--- config.mk ---
export PLATFORM = sky130hd
export DESIGN_NAME = idma_req_queue
export DESIGN_NICKNAME = d
export VERILOG_FILES = /design/src/rtl/idma_req_queue.sv
export SDC_FILE = /design/constraint.sdc
export NUM_CORES = 1
export LEC_CHECK = 0
export ABC_AREA = 1
export BUFFER_PORTS_ARGS = -buffer_cell sky130_fd_sc_hd__buf_4
export CAP_MARGIN = 20
export CORE_ASPECT_RATIO = 0.9
export CORE_UTILIZATION = 34
export DETAILED_ROUTE_END_ITERATION = 12
export PLACE_DENSITY = 0.61
export REMOVE_ABC_BUFFERS = 1
export SLEW_MARGIN = 20
export SYNTH_ARGS = -nofsm -noshare
export SYNTH_HDL_FRONTEND = slang
export SYNTH_SLANG_ARGS = --single-unit
--- constraint.sdc ---
create_clock -name clk_i -period 4.6 [get_ports clk_i]
set_clock_uncertainty 0.2 [all_clocks]
set_input_delay 0.92 -clock clk_i [delete_from_list [all_inputs] [get_ports clk_i]]
set_output_delay 0.92 -clock clk_i [all_outputs]
set_load 0.02 [all_outputs]
--- src/rtl/idma_req_queue.sv ---
// idma_req_queue
//   Buffering stage between the iDMA register frontend and the backend.
//   Requests are stored in an in-order circular FIFO and forwarded to the
//   backend. Issue stops while MaxOutstanding transfers are in flight.
//   Completions are counted and turned into a registered completion pulse.
//
// Optional feature: define IDMA_REQ_QUEUE_STATS_EN to enable the 32-bit
//   saturating issued/retired statistics counters. When it is undefined,
//   num_issued_o and num_retired_o are tied to zero.
//
// Ports:
//   clk_i, rst_ni      clock, asynchronous active-low reset
//   req_i/_valid_i     request from the frontend
//   req_ready_o        the queue can accept a request
//   req_o/_valid_o     head request toward the backend
//   req_ready_i        the backend accepts the head request
//   rsp_valid_i        the backend finished one transfer (one pulse each)
//   backend_idle_i     the backend reports idle
//   trans_complete_o   one-cycle completion pulse toward the frontend
//   idle_o             queue empty, nothing outstanding, backend idle
//   outstanding_o      transfers issued and not yet completed
//   num_issued_o       statistics: total pops
//   num_retired_o      statistics: total accepted completions
module idma_req_queue #(
  parameter type         burst_req_t    = logic,
  parameter int unsigned Depth          = 4,
  parameter int unsigned MaxOutstanding = 8,
  parameter int unsigned OutCntWidth    = $clog2(MaxOutstanding + 1)
) (
  input  logic                   clk_i,
  input  logic                   rst_ni,
  input  burst_req_t             req_i,
  input  logic                   req_valid_i,
  output logic                   req_ready_o,
  output burst_req_t             req_o,
  output logic                   req_valid_o,
  input  logic                   req_ready_i,
  input  logic                   rsp_valid_i,
  input  logic                   backend_idle_i,
  output logic                   trans_complete_o,
  output logic                   idle_o,
  output logic [OutCntWidth-1:0] outstanding_o,
  output logic [31:0]            num_issued_o,
  output logic [31:0]            num_retired_o
);

  localparam int unsigned PtrWidth   = (Depth > 1) ? $clog2(Depth) : 1;
  localparam int unsigned UsageWidth = $clog2(Depth + 1);

  localparam logic [PtrWidth-1:0]    PtrLast   = PtrWidth'(Depth - 1);
  localparam logic [PtrWidth-1:0]    PtrOne    = PtrWidth'(1);
  localparam logic [UsageWidth-1:0]  UsageFull = UsageWidth'(Depth);
  localparam logic [UsageWidth-1:0]  UsageOne  = UsageWidth'(1);
  localparam logic [OutCntWidth-1:0] OutMax    = OutCntWidth'(MaxOutstanding);
  localparam logic [OutCntWidth-1:0] OutOne    = OutCntWidth'(1);

  burst_req_t               r_mem [Depth];
  logic [PtrWidth-1:0]      r_wr_ptr;
  logic [PtrWidth-1:0]      r_rd_ptr;
  logic [UsageWidth-1:0]    r_usage;
  logic [OutCntWidth-1:0]   r_outstanding;
  logic                     r_trans_complete;

  logic                     w_push;
  logic                     w_pop;
  logic                     w_rsp_acc;

  // Readiness depends only on the current fill level, so a full queue
  // refuses a push even when the head leaves in the same cycle.
  assign req_ready_o = (r_usage != UsageFull);
  assign req_valid_o = (r_usage != '0) && (r_outstanding < OutMax);
  assign req_o       = r_mem[r_rd_ptr];

  assign w_push = req_valid_i && req_ready_o;
  assign w_pop  = req_valid_o && req_ready_i;
  // A completion with nothing in flight is only legitimate when a pop
  // happens in the same cycle; otherwise it is a stray (e.g. after reset).
  assign w_rsp_acc = rsp_valid_i && ((r_outstanding != '0) || w_pop);

  // One register per entry, written only when the write pointer selects it.
  for (genvar gi = 0; gi < Depth; gi++) begin : g_entry
    always_ff @(posedge clk_i or negedge rst_ni) begin
      if (!rst_ni) begin
        r_mem[gi] <= '0;
      end else if (w_push && (r_wr_ptr == PtrWidth'(gi))) begin
        r_mem[gi] <= req_i;
      end
    end
  end

  // Pointers wrap explicitly so Depth need not be a power of two.
  always_ff @(posedge clk_i or negedge rst_ni) begin
    if (!rst_ni) begin
      r_wr_ptr <= '0;
      r_rd_ptr <= '0;
      r_usage  <= '0;
    end else begin
      if (w_push) begin
        r_wr_ptr <= (r_wr_ptr == PtrLast) ? '0 : r_wr_ptr + PtrOne;
      end
      if (w_pop) begin
        r_rd_ptr <= (r_rd_ptr == PtrLast) ? '0 : r_rd_ptr + PtrOne;
      end
      if (w_push && !w_pop) begin
        r_usage <= r_usage + UsageOne;
      end else if (!w_push && w_pop) begin
        r_usage <= r_usage - UsageOne;
      end
    end
  end

  always_ff @(posedge clk_i or negedge rst_ni) begin
    if (!rst_ni) begin
      r_outstanding    <= '0;
      r_trans_complete <= 1'b0;
    end else begin
      r_trans_complete <= w_rsp_acc;
      if (w_pop && !w_rsp_acc) begin
        r_outstanding <= r_outstanding + OutOne;
      end else if (!w_pop && w_rsp_acc) begin
        r_outstanding <= r_outstanding - OutOne;
      end
    end
  end

  assign trans_complete_o = r_trans_complete;
  assign outstanding_o    = r_outstanding;
  assign idle_o           = (r_usage == '0) && (r_outstanding == '0) && backend_idle_i;

`ifdef IDMA_REQ_QUEUE_STATS_EN
  logic [31:0] r_num_issued;
  logic [31:0] r_num_retired;

  // Saturating counters: they stick at all-ones instead of wrapping.
  always_ff @(posedge clk_i or negedge rst_ni) begin
    if (!rst_ni) begin
      r_num_issued  <= '0;
      r_num_retired <= '0;
    end else begin
      if (w_pop && (r_num_issued != '1)) begin
        r_num_issued <= r_num_issued + 32'd1;
      end
      if (w_rsp_acc && (r_num_retired != '1)) begin
        r_num_retired <= r_num_retired + 32'd1;
      end
    end
  end

  assign num_issued_o  = r_num_issued;
  assign num_retired_o = r_num_retired;
`else
  assign num_issued_o  = '0;
  assign num_retired_o = '0;
`endif

endmodule

# Yosys cells after proc, flatten, opt, wreduce, memory -nomap -nowiden
# Cells that the tools add are included.
# totals
regBits	16
in_bits	7
out_inout_bits	73
elab_cells	57
# classes
addsub	6
n_lt_le_gt_ge	2
eq_ne	5
mux	9
bitwise_logic	1
reduce_logical	25
# op_table
op	n
logical AND 1 bit	14
two-way mux 4 bit	2
== test 2 bit (second input constant)	3
two-way mux 3 bit	2
adder 2 x 1 -> 2 bit (second input constant)	2
adder 4 x 1 -> 4 bit (second input constant)	1
logical NOT 4 bit	1
less-than comparator 4 bit (second input constant)	1
two-way mux 2 bit	2
nonzero test 2 bit	2
nonzero test 4 bit	1
subtractor 4 x 1 -> 4 bit (second input constant)	1
adder 3 x 1 -> 3 bit (second input constant)	1
greater-or-equal comparator 3 bit (second input constant)	1
logical NOT 1 bit	3
logical NOT 3 bit	1
inequality test 3 bit (second input constant)	1
inverter 2 -> 3 bit	1
nonzero test 3 bit	1
subtractor 3 x 1 -> 3 bit (second input constant)	1
binary-select mux 1 bit (select 2 bit)	1
== test 2 x 1 -> 1 bit (second input constant)	1
logical NOT 2 bit	1
two-way mux 1 bit	2
logical OR 1 bit	1

# Longest topological paths before layout
# Gate-level depths: netlist (run 1).
# logic_depth
depth_word	8
depth_mapped	12
mapped_depth_nobuf	12

# Least setup slack after synthesis (run 1)
# OpenSTA, ideal clock, no wires.
# synth_timing
path_kind	in2out
start	input port backend_idle_i
end	output port idle_o
t_arrival_ps	1238
required_ps	3480
path_slack_ps	2242
stages	2
path_buffers	0
cell_sequence	nand2_1 > nor2_1
# synth_via
elab_chain_cells	1
# synth_rtl
item	line_no	text
start: declaration	39	input logic backend_idle_i,
logical AND 1 bit	128	assign idle_o = (r_usage == '0) && (r_outstanding == '0) && backend_idle_i;
end: declaration	41	output logic idle_o,
# No other way between the ends.

# Worst setup path in the final report (run 1)
# layout_timing
start	register r_usage[0]
end	output port idle_o
# layout_via
elab_chain_cells	3
# layout_rtl
item	line_no	text
start: declaration	60	logic [UsageWidth-1:0] r_usage;
start signal: assignment	105	r_usage <= r_usage + UsageOne;
start signal: assignment	107	r_usage <= r_usage - UsageOne;
logical NOT 3 bit	128	
logical AND 1 bit (2 in series)	128	
# No other way between the ends.

==> results of run 1 <==
power by group through the flow:
| stage | clock network (W) | registers [W] | logic [W] |
|---|---|---|---|
| 2_1_floorplan | 0 | 0.000292 | 0.000362 |
| 3_3_place_gp | 0 | 0.000284 | 0.000491 |
| 3_5_place_dp | 0 | 0.000285 | 0.000500 |
| 4_1_cts | 0.000124 | 0.000282 | 0.000501 |
| 5_1_grt | 0.000130 | 0.000293 | 0.000571 |
| 6_report | 0.000117 | 0.000280 | 0.000494 |
cell type report:
type / count / area, sq um
Timing Repair Buffer: 15 / 112.6
Inverter: 18 / 67.56
Fill cell: 434 / 2649
Clock buffer: 4 / 55.05
Sequential cell: 16 / 400.4
Multi-Input combinational cell: 137 / 757.0
Tap cell: 48 / 60.06
flip-flops by register name, indices dropped and copies added, names as in the netlist:
register / count
outstanding_o: 4
r_mem: 4
r_usage: 3
r_rd_ptr: 2
r_wr_ptr: 2
trans_complete_o: 1
critical path, stage by stage, from the launching register on:
cell and delay (ps):
dfrtp_1 430, nor2_2 140, nand2_2 110, inv_1 90, nand2_1 50, nor2_1 80, buf_4 140
Yosys cell counts:
master / number
buf_4: 64
nand2_1: 23
inv_1: 17
dfrtp_1: 16
ha_1: 8
nor2_1: 8
o21ai_0: 7
nand3_1: 5
o31ai_1: 4
a21oi_1: 2
fa_1: 2
nand2_4: 2
nand3_4: 2
xor2_1: 2
a31oi_1: 1
a32oi_1: 1
conb_1: 1
inv_2: 1
mux2_2: 1
nand2_2: 1
nand4_4: 1
nor2_2: 1
xnor2_1: 1
xor2_2: 1
metrics by stage:
stage / hold slack (ps) / area [sq um] / util (%) / std cells / power (W)
after CTS: 325.2 / 1453 / 35.42 / 238 / 0.0009072
after floorplan: 273.8 / 1225 / - / 171 / 0.0006538
after detailed placement: 311.2 / 1398 / 34.08 / 234 / 0.0007843
after global placement: 307.1 / 1398 / 34.08 / 234 / 0.0007748
final: 313.9 / 1453 / 35.42 / 238 / 0.0008912
after global routing: 337.7 / 1453 / 35.42 / 238 / 0.0009937
metal layers:
metal	vias to the layer above	track usage, %	routed length, um
met1	379	11.15	798
met5	-	0	0
met3	2	1.420	119
met4	0	6.000	34
met2	38	11.67	863
li1	442	-	-
final timing paths:
kind                       startpoint     endpoint  cells past startpoint
setup reg to reg           r_usage[0]   r_usage[1]                      8
hold reg to reg              r_mem[2]     r_mem[2]                      2
setup / recovery           r_usage[0]       idle_o                      6
min in group asynchronous      rst_ni  r_wr_ptr[0]                      1
hold / removal               r_mem[2]     r_mem[2]                      2
max in group asynchronous      rst_ni     r_mem[1]                      1
kinds of logic (layout without fill, tap and decap cells):
logic type      count (synthesis)  count (layout)  synth area share, %
compound gates                 15              15                6.133
xor+xnor                        4               4                2.897
fa+ha+maj                      10              10                9.540
buf+inv                        82              37                37.31
flops                          16              16                27.26
mux                             1               1               0.7666
other cells                     1              64               0.2553
simple gates                   43              43                15.84
==> impl_metrics.env, run 1 <==
export IMPL_area_of_the_placeable_core_sq_um=4101
export IMPL_area_growth_syn_to_layout_pct=-1.108
export IMPL_tritoncts="built"
export IMPL_holdCritPathClass="flip-flop to flip-flop"
export IMPL_wl_per_cell_um=7.626
export IMPL_ys_types=24
export IMPL_swShare_pct=46.30
export IMPL_cts_root_buffer_cell="clkbuf_8"
export IMPL_timing_setup_tns_ps=0
export IMPL_start_kind="flip-flop"
export IMPL_global_route_usage_over_all_layers_pct=8.238
export IMPL_die_height_um=64.36
export IMPL_unrepaired_setup_endpoints_after_global_routing="no"
export IMPL_cts_resized=0
export IMPL_post_synth_cell_area_avg_sq_um=8.540
export IMPL_numCtsBuffers=3
export IMPL_drc=3
export IMPL_cp_required_ps=3480
export IMPL_yosys_register_bits=16
export IMPL_layout_min_cycle_time_ps=2403
export IMPL_grt_antenna_before_repair=0
export IMPL_place_gp_congestion=0.7395
export IMPL_reg_clk_slew_reported_paths_ps=60
export IMPL_report_final_setup_viol=0
export IMPL_numPortBuffers=15
export IMPL_first_pass_iters=8
export IMPL_status="finished, violations left"
export IMPL_worst_path_max_fanout=3
export IMPL_share_comb_of_total_power_pct=55.4
export IMPL_finalHoldViolCount=0
export IMPL_clkLatencyLatePin_ps=240
export IMPL_global_route_wire_length_before_repair_um=2884
export IMPL_antenna_violating_nets_left=0
export IMPL_detailroute_via_count=861
export IMPL_globalRouteOverflowTotal=0
export IMPL_synth_warnings=0
export IMPL_drv_cap=0
export IMPL_seq_power_share_pct=31.4
export IMPL_syn_inst=172
export IMPL_first_iter_violations=48
export IMPL_fin_crit_sh_pct=52.24
export IMPL_die_area_sq_um=4588
export IMPL_routed_via_density=3.618
export IMPL_fin_nets=208
export IMPL_timing_setup_critical_path_class="flip-flop to primary output"
export IMPL_placementRows=22
export IMPL_yosys_area_top_type="buf_4"
export IMPL_post_place_ws_ps=2078
export IMPL_pwr_share_clk_pct=13.2
export IMPL_power_switching_w=0.0004126
export IMPL_power_density_nw_per_um2=613.5
export IMPL_final_max_slew_violation_count=0
export IMPL_worst_ep_arrival_time_ps=1280
export IMPL_cts_hold_buf=0
export IMPL_postRouteWirelength_um=1815
export IMPL_power_leakage_nw=0.8124
export IMPL_grt_start_max_net_pins=17
export IMPL_chipWidth_um=71.29
export IMPL_layout_drive_gt1_share_pct=15.26
export IMPL_r2r_setup_slack_ps=2390
export IMPL_initial_utilization_pct=35.81
export IMPL_cts_path_max_buffers=2
export IMPL_layout_commonest_cell="conb_1"
export IMPL_n_antenna_cell=0
export IMPL_first_global_vias=655
export IMPL_violated_checks="DRC"
export IMPL_worst_setup_path_end_kind="primary output"
export IMPL_yosysSeqAreaShare_pct=27.26
export IMPL_cts_max_level=1
export IMPL_synth_top_area_share_pct=32.71
export IMPL_synth_top_cells_by_area="buf_4 (33%), dfrtp_1 (27%), ha_1 (6.8%), nand2_1 (5.9%), inv_1 (4.3%)"
export IMPL_layout_cells_most_common_list="conb_1 (64), nand2_1 (23), inv_1 (17)"
export IMPL_max_freq_mhz=416.2
export IMPL_vdd_drop_max_mv=0.1459
export IMPL_floorplan_io_pins=80
export IMPL_fin_ws_ps=2197
export IMPL_post_synth_instance_area_sq_um=1469
export IMPL_cellInternalPower_w=0.0004786
export IMPL_clock_sink_count=16
export IMPL_dp_final_hpwl_um=1529
export IMPL_post_cts_buffers=0
Note: power is estimated with default switching activity, not from simulation.
==> run 2: changes to the inputs <==
Settings changed: PLACE_DENSITY 0.61 to 0.63.
Clock period 4.6 ns to 2.2 ns, I/O delays scaled along.
==> impl_metrics.env, run 2 (synthesized netlist as in run 1, its figures left out) <==
export IMPL_layout_commonest_cell="conb_1"
export IMPL_antenna_violating_nets_left=0
export IMPL_max_stage_delay_ps=440
export IMPL_worst_setup_path_end_kind="flip-flop"
export IMPL_vdd_drop_max_mv=0.3279
export IMPL_violated_checks="DRC"
export IMPL_layoutNonFillerInstCount=240
export IMPL_detailroute_via_count=901
export IMPL_fin_nets=211
export IMPL_grt_start_max_net_pins=17
export IMPL_layout_min_cycle_time_ps=2053
export IMPL_global_route_usage_over_all_layers_pct=9.428
export IMPL_power_leakage_nw=0.8182
export IMPL_first_pass_iters=8
export IMPL_cts_path_max_buffers=2
export IMPL_numPortBuffers=15
export IMPL_grt_busiest_layer="met2"
export IMPL_area_growth_syn_to_layout_pct=0.2554
export IMPL_place_gp_congestion=0.7484
export IMPL_cts_max_level=1
export IMPL_power_density_nw_per_um2=1266
export IMPL_routed_via_density=3.754
export IMPL_n_antenna_cell=0
export IMPL_clock_sink_count=16
export IMPL_global_route_wire_length_before_repair_um=3325
export IMPL_first_iter_violations=35
export IMPL_die_area_sq_um=4588
export IMPL_area_of_the_placeable_core_sq_um=4101
export IMPL_report_final_setup_viol=0
export IMPL_tritoncts="built"
export IMPL_worst_ep_arrival_time_ps=1980
export IMPL_initial_utilization_pct=35.81
export IMPL_grt_met1_usage_pct=11.00
export IMPL_layout_drive_gt1_share_pct=17.19
export IMPL_critical_path_slowest_cell="dfrtp_2"
export IMPL_crit_buf_inv=2
export IMPL_final_max_slew_violation_count=0
export IMPL_grt_use_met2_pct=15.60
export IMPL_timing_setup_critical_path_class="flip-flop to flip-flop"
export IMPL_crit_path_cell_trace="nor2_4, nand2_2, nand2_4, inv_1, ha_1, inv_2, fa_1, mux2_2"
export IMPL_first_global_vias=766
export IMPL_finalHoldViolCount=0
export IMPL_fin_crit_sh_pct=93.31
export IMPL_wl_per_cell_um=7.863
export IMPL_layout_cells_most_common_list="conb_1 (64), nand2_1 (22), buf_4 (17)"
export IMPL_cp_required_ps=2130
export IMPL_drv_cap=0
export IMPL_numCtsBuffers=3
export IMPL_status="finished, violations left"
export IMPL_cts_root_buffer_cell="clkbuf_8"
export IMPL_max_freq_mhz=487.1
export IMPL_chipWidth_um=71.29
export IMPL_placementRows=22
export IMPL_grt_antenna_before_repair=0
export IMPL_start_kind="flip-flop"
export IMPL_worst_path_max_fanout=5
export IMPL_dp_cells=236
export IMPL_postRouteWirelength_um=1887
export IMPL_global_route_usage_met3_pct=2.997
export IMPL_drc=2
export IMPL_floorplan_io_pins=80
export IMPL_die_height_um=64.36
export IMPL_unrepaired_setup_endpoints_after_global_routing="no"
export IMPL_clkLatencyLatePin_ps=240
export IMPL_dp_final_hpwl_um=1629
export IMPL_reg_clk_slew_reported_paths_ps=60
export IMPL_holdCritPathClass="flip-flop to flip-flop"
export IMPL_timing_setup_tns_ps=0
export IMPL_globalRouteOverflowTotal=0
export IMPL_critical_path_top_delay_family="adder cells"
==> run 2: cell count changes in the layout (fill, tap and decap cells not counted), sizes merged <==
cell and change:
clkbuf -1, buf +2, dlygate4sd3 +1
==> run 2: metrics by stage <==
stage	cell area (sq um)	utilization (%)	total power, W	hold slack [ps]	setup WS, ps
detailed placement	1413	34.44	0.001656	112.5	100.1
global route	1473	35.91	0.002093	328.2	26.31
global placement	1413	34.44	0.001633	113.4	139.2
floorplan	1225	-	0.001367	-55.59	1.137
finish	1473	35.91	0.001864	307.6	147.1
CTS	1464	35.69	0.001876	316.7	75.53
==> run 2: worst reg2reg max path: cells and delay by family, from the launching register on <==
| family | cells | cell delay, ps |
|---|---|---|
| DFF | 1 | 440 |
| and+or+nand+nor | 3 | 270 |
| adders and majority gates | 2 | 610 |
| buffers and inverters | 2 | 140 |
| muxes | 1 | 260 |
==> run 2: worst paths after layout <==
| check | from | endpoint | slack, ps | depth (start not counted) |
|---|---|---|---|---|
| min reg2reg | r_mem[3] | r_mem[3] | 310 | 2 |
| max reg2reg | r_usage[0] | r_usage[1] | 150 | 8 |
| min | r_mem[3] | r_mem[3] | 310 | 2 |
| max in group asynchronous | rst_ni | r_usage[0] | 1220 | 2 |
| min in group asynchronous | rst_ni | r_wr_ptr[1] | 390 | 2 |
| max | r_usage[0] | r_usage[1] | 150 | 8 |
==> run 2: power breakdown <==
part           leakage [nW]  internal [W]  switching, W  total, W
combinational         0.603      0.000420      0.000643   0.00106
clock                0.0216      0.000121     0.0000864  0.000207
sequential            0.194      0.000444      0.000151  0.000594
total                 0.818      0.000985      0.000879   0.00186
==> run 2: per-layer routing <==
layer  vias to the layer above  wire [um]
met4                         0          0
met1                       425        772
met2                        28       1026
met5                         -          0
li1                        448          -
met3                         0         88
==> run 2: final cells by class <==
class	count	area, sq um
clock buffer	3	41.29
fill	436	2629
inverter	18	67.56
multi-input combinational	137	764.5
sequential	16	401.6
tap	48	60.06
timing repair buffer	18	137.6
==> run 2: timing repair <==
item                       in CTS  in global routing
setup endpoints to repair       0                  2
resized for setup               0                  4
hold endpoints to repair       16                  0
setup buffers                   0                  0
hold buffers                    1                  0
